==> config.mk <==
export PLATFORM = sky130hd
export DESIGN_NAME = if_stage
export DESIGN_NICKNAME = d
export VERILOG_FILES = /design/src/rtl/cpu_pkg.sv /design/src/rtl/imem_rom.sv /design/src/rtl/if_stage.sv
export SDC_FILE = /design/constraint.sdc
export NUM_CORES = 2
export LEC_CHECK = 0
export ABC_CLOCK_PERIOD_IN_PS = 5500
export CAP_MARGIN = 20
export CORE_MARGIN = 2
export CORE_UTILIZATION = 35
export CTS_CLUSTER_SIZE = 24
export DETAILED_ROUTE_END_ITERATION = 8
export PLACE_DENSITY_LB_ADDON = 0.15
export SLEW_MARGIN = 20
export SYNTH_ARGS = -nofsm -noshare
export SYNTH_HDL_FRONTEND = slang
export SYNTH_SLANG_ARGS = --single-unit
==> constraint.sdc <==
create_clock -name clk -period 5.5 [get_ports clk]
set_clock_uncertainty 0.15 [all_clocks]
set_input_delay 0.55 -clock clk [delete_from_list [all_inputs] [get_ports clk]]
set_output_delay 0.55 -clock clk [all_outputs]
set_load 0.05 [all_outputs]
==> src/rtl/cpu_pkg.sv <==
// Shared CPU definitions: instruction/opcode field geometry, the NOP encoding
// and the fetch-stage FSM state encoding.
package cpu_pkg;

    localparam int INSTR_W    = 32;
    localparam int OPCODE_W   = 6;
    localparam int OPCODE_MSB = 31;
    localparam int OPCODE_LSB = 26;

    localparam logic [INSTR_W-1:0] NOP_WORD = 32'h0000_0000;

    typedef enum logic [1:0] {
        ST_LOAD = 2'd0,
        ST_RUN  = 2'd1,
        ST_DONE = 2'd2
    } fetch_state_e;

    function automatic logic [OPCODE_W-1:0] opcode_of(input logic [INSTR_W-1:0] word);
        return word[OPCODE_MSB:OPCODE_LSB];
    endfunction

endpackage

==> src/rtl/imem_rom.sv <==
// Instruction memory: synchronous write through the loader port,
// asynchronous (combinational) read for the fetch path.
module imem_rom #(
    parameter int DEPTH  = 64,
    parameter int ADDR_W = 6
) (
    input  logic              clk,
    input  logic              we,
    input  logic [ADDR_W-1:0] waddr,
    input  logic [31:0]       wdata,
    input  logic [ADDR_W-1:0] raddr,
    output logic [31:0]       rdata
);

    logic [31:0] mem [DEPTH];

    // Contents are deliberately not reset so a loaded program survives rst_n.
    always_ff @(posedge clk) begin
        if (we) begin
            mem[waddr] <= wdata;
        end
    end

    assign rdata = mem[raddr];

endmodule

==> src/rtl/if_stage.sv <==
// Instruction-fetch stage: owns the PC and instruction memory and drives the
// IF/ID register, honouring redirect > flush > stall > fetch in RUN.
module if_stage #(
    parameter int          IMEM_DEPTH = 64,
    parameter int          ADDR_W     = 6,
    parameter logic [31:0] NOP_WORD   = 32'h0000_0000
) (
    input  logic              clk,
    input  logic              rst_n,
    input  logic              load_en,
    input  logic [ADDR_W-1:0] load_addr,
    input  logic [31:0]       load_data,
    input  logic              start,
    input  logic [ADDR_W:0]   prog_len,
    input  logic              stall,
    input  logic              flush,
    input  logic              redirect_en,
    input  logic [31:0]       redirect_pc,
    output logic [31:0]       instr,
    output logic [5:0]        opcode,
    output logic [31:0]       pc_out,
    output logic [31:0]       pc_plus4,
    output logic              valid,
    output logic              done
);
    import cpu_pkg::*;

    fetch_state_e state_q, state_d;
    logic [31:0]  pc_q, pc_d;
    logic [31:0]  instr_q, instr_d;
    logic [31:0]  pc_out_q, pc_out_d;
    logic [31:0]  pc_plus4_q, pc_plus4_d;
    logic         valid_q, valid_d;

    logic [31:0]  imem_rdata;
    logic [29:0]  word_idx;
    logic         past_end;

    imem_rom #(
        .DEPTH  (IMEM_DEPTH),
        .ADDR_W (ADDR_W)
    ) u_imem (
        .clk   (clk),
        .we    (load_en && (state_q == ST_LOAD)),
        .waddr (load_addr),
        .wdata (load_data),
        .raddr (pc_q[ADDR_W+1:2]),
        .rdata (imem_rdata)
    );

    // End-of-program uses the full word index, not the wrapped memory index.
    assign word_idx = pc_q[31:2];
    assign past_end = word_idx >= {{(30-ADDR_W-1){1'b0}}, prog_len};

    always_ff @(posedge clk or negedge rst_n) begin
        if (!rst_n) begin
            state_q    <= ST_LOAD;
            pc_q       <= 32'd0;
            instr_q    <= NOP_WORD;
            pc_out_q   <= 32'd0;
            pc_plus4_q <= 32'd4;
            valid_q    <= 1'b0;
        end else begin
            state_q    <= state_d;
            pc_q       <= pc_d;
            instr_q    <= instr_d;
            pc_out_q   <= pc_out_d;
            pc_plus4_q <= pc_plus4_d;
            valid_q    <= valid_d;
        end
    end

    always_comb begin
        state_d = state_q;
        case (state_q)
            ST_LOAD: if (start) state_d = ST_RUN;
            ST_RUN:  if (!redirect_en && !flush && !stall && past_end) state_d = ST_DONE;
            default: state_d = state_q;
        endcase
    end

    always_comb begin
        pc_d       = pc_q;
        instr_d    = instr_q;
        pc_out_d   = pc_out_q;
        pc_plus4_d = pc_plus4_q;
        valid_d    = valid_q;
        if (state_q == ST_LOAD) begin
            if (start) pc_d = 32'd0;
        end else if (state_q == ST_RUN) begin
            if (redirect_en) begin
                pc_d    = redirect_pc;
                instr_d = NOP_WORD;
                valid_d = 1'b0;
            end else if (flush) begin
                pc_d    = pc_q + 32'd4;
                instr_d = NOP_WORD;
                valid_d = 1'b0;
            end else if (!stall) begin
                if (past_end) begin
                    instr_d = NOP_WORD;
                    valid_d = 1'b0;
                end else begin
                    pc_d       = pc_q + 32'd4;
                    instr_d    = imem_rdata;
                    pc_out_d   = pc_q;
                    pc_plus4_d = pc_q + 32'd4;
                    valid_d    = 1'b1;
                end
            end
        end
    end

    always_comb begin
        done = (state_q == ST_DONE);
    end

    assign instr    = instr_q;
    assign opcode   = opcode_of(instr_q);
    assign pc_out   = pc_out_q;
    assign pc_plus4 = pc_plus4_q;
    assign valid    = valid_q;

endmodule
==> run summary <==
Chip Height = 494.2 um
Mapped Cells = 4,157
Mapped Area = 84,090 um2
outcome = complete, no violations
Mapped Avg Cell Area = 20.23 um2
initial DRC count = 4,485
Wirelength per Cell = 30.90 um
Clock Tree Root = clkbuf_16
R2R Setup Slk = 1.40 ns
r2r endpoint = instr[24]
largest net degree at the start of global routing = 93
RSZ-0062 raised after global routing = false
Area Overhead vs Synth = 16.20%
initial antenna violation count = 11
WHS = 0.06831 ns
Crit Path Max Fanout = 22
Post-Syn Nets = 4,249
slew margin rel. = 31.07%
CTS tree = done
clock latency on the worst-skew pair = 0.85 ns
Fmax = 244.0 MHz
WL final = 243.4 mm
Final ANT Viol Nets = 0
DP Worst Slack = 1.226 ns
max-slew violation count = 0
P per Cell Area = 355.2 nW/um2
first-pass GRT wire length = 341.0 mm
HP Class = input port to flop
CP Capture Type = flop
Final Core Density = 41.01%
Initial Util = 35.29%
Final GP Congestion = 0.7696
area leader, netlist = edfxtp_1
Synth Register Bits = 2,177
post-synth top area share = 73.13%
DR vias/cell = 5.420
final-report hold violation count = 0
drc violations = 0
DIE WIDTH = 494.2 um
share of post-route cells with drive strength above 1 = 21.70%
adder-cell share of the synthesized area = 0.1190%
1st-pass router iterations = 5
clock sinks = 2,177
ys async rst share = 5.926%
Hold Path Origin = load_data[7]
hold path depth = 1
detailed-route via count = 42,700
CP required = 6.13 ns
crit path kind = flop to flop
clock tree buffer depth = 3
PortBufs = 187
num rows = 179
htree depth = 4
number of global-route vias before repair = 43,500
Filler Cells Inserted = 21,260
Pleak = 31.51 nW
clock slew at reported path FFs = 0.06 ns
r2r worst-path depth = 7
Tot GR Track Use = 19.72%
Synth Area in Simple Gates = 2.927%
top_reg_cell synth = edfxtp_1
YS warnings = 0
grt ovf = 0
sequential area share after synthesis = 76.97%
Post-synth EDFFs = 2,048
Arr. time, crit path = 4.73 ns
largest family of logic cells by synthesized area = multiplexers
r2r startpoint = pc_q[4]
core box area = 238,300 um2
Compound-Gate Fraction of Synth Area = 3.877%
worst vdd ir = 0.3430 mV
fin crit share = 74.53%
Max-Cap Viols = 0
most frequent cells in the layout = edfxtp_1, mux4_2, mux2i_1
count of different cell masters after synthesis = 71
setup violators final = 0
worst slew pin tran = 1.030 ns
commonest non-fill, non-tap cell in the layout = edfxtp_1
Hold Path End = u_imem.mem[34][7]
Startpoint Class = flop
setup ws final = 1.401 ns
Post-DP HPWL = 140.5 mm
I/O pins = 188
nets@finish = 4,607
crit path time final = 4.099 ns
die area = 244,200 um2
setup tns final = 0 ns
mux cell area share after synthesis = 14.22%
CTS Buf Count = 226
top post-synthesis cells by area = edfxtp_1, mux4_2, dfrtp_1
post-synthesis xor/xnor area fraction = 0.07290%
[state kept, by name (all words and copies together) (netlist names)]
signal / cells
instr: 32
pc_out: 32
pc_plus4: 30
pc_q: 32
state_q: 2
u_imem.mem: 2048
valid: 1
[kinds of logic (layout without fill, tap and decap cells)]
group           Yosys count  after routing
fa+ha+maj                 8              8
simple gates            498            498
other cells               0              6
compound gates          493            493
flops                  2177           2177
xor+xnor                  7              7
mux                     709            709
buf+inv                 265            813
[worst max-delay path, stage by stage, from the launching register on]
cell	delay (ns)
dfrtp_4	0.77
ha_1	0.37
a21oi_1	0.19
a21oi_1	0.09
o311ai_1	0.73
nand4_1	0.56
inv_1	0.85
a32o_1	0.28
[cell type report]
class | count | area, um2 | area share, %
inverters | 16 | 62.56 | 0.06402
repair buffers | 379 | 3580 | 3.663
clock buffers | 284 | 5946 | 6.085
diodes | 6 | 15.01 | 0.01537
well taps | 3167 | 3963 | 4.055
multi-input cells | 1715 | 18360 | 18.79
clock inverters | 134 | 1040 | 1.064
flip-flops and latches | 2177 | 64750 | 66.26
[stage by stage]
stage          power (mW)  cells  cell area [um2]
2_1_floorplan       19.63   4157            84090
3_5_place_dp        20.52   7448            90620
5_1_grt             35.76   7874            97710
6_report            34.71   7878            97720
4_1_cts             35.09   7871            97660
3_3_place_gp        20.52   7445            90540
[synthesized netlist by cell type (5+ instances only)]
cell type and number:
nor4_1 16, nor2b_1 11, ha_1 8, a221oi_1 29
a211oi_1 13, inv_1 16, or4_1 10, nand4_1 11
a21oi_1 65, o31a_1 5, nor4b_1 6, buf_4 40
or2_2 7, a22oi_1 58, clkbuf_1 98, o21ai_0 92
nand3_1 38, a31oi_1 27, nand2b_1 8, nor2_1 138
o21ai_1 7, nor3_1 46, dfrtp_1 128, nand3b_1 6
buf_2 57, buf_1 17, o31ai_1 7, a32o_1 16
buf_6 31, o2111ai_1 7, a221o_1 6, o22ai_1 123
and2_1 54, edfxtp_1 2048, mux2i_1 299, and3_1 17
mux2_2 24, o221ai_1 9, mux4_2 386, nand2_1 112
[how the worst max path moves through the flow]
stage | start | endpoint | slack (ns)
CTS | pc_q[4] | instr[24] | 1.46
finish | pc_q[4] | instr[24] | 1.40
global placement | load_en | u_imem.mem[19][5] | 1.24
global route | pc_q[4] | instr[31] | 1.29
detailed placement | prog_len[2] | instr[12] | 1.23
floorplan | load_addr[5] | u_imem.mem[35][0] | 2.17
[routing by layer]
layer	track usage [%]	routed length, um
met3	3.671	15130
met5	0	102
met2	31.02	113900
met4	5.199	6221
met1	28.20	108100
[timing repair]
item                      CTS  global route
gates resized for setup     0             0
hold endpoints to repair  161             0
hold buffers                5             0
buffers inserted            0             0
[where the power goes]
group / switching (mW) / leakage, nW / total (mW) / internal [mW]
clock network: 6.43 / 3.39 / 14.6 / 8.14
logic: 1.22 / 7.99 / 1.94 / 0.727
registers: 0.0592 / 20.1 / 18.2 / 18.1
Note: power is estimated with default switching activity, not from simulation.
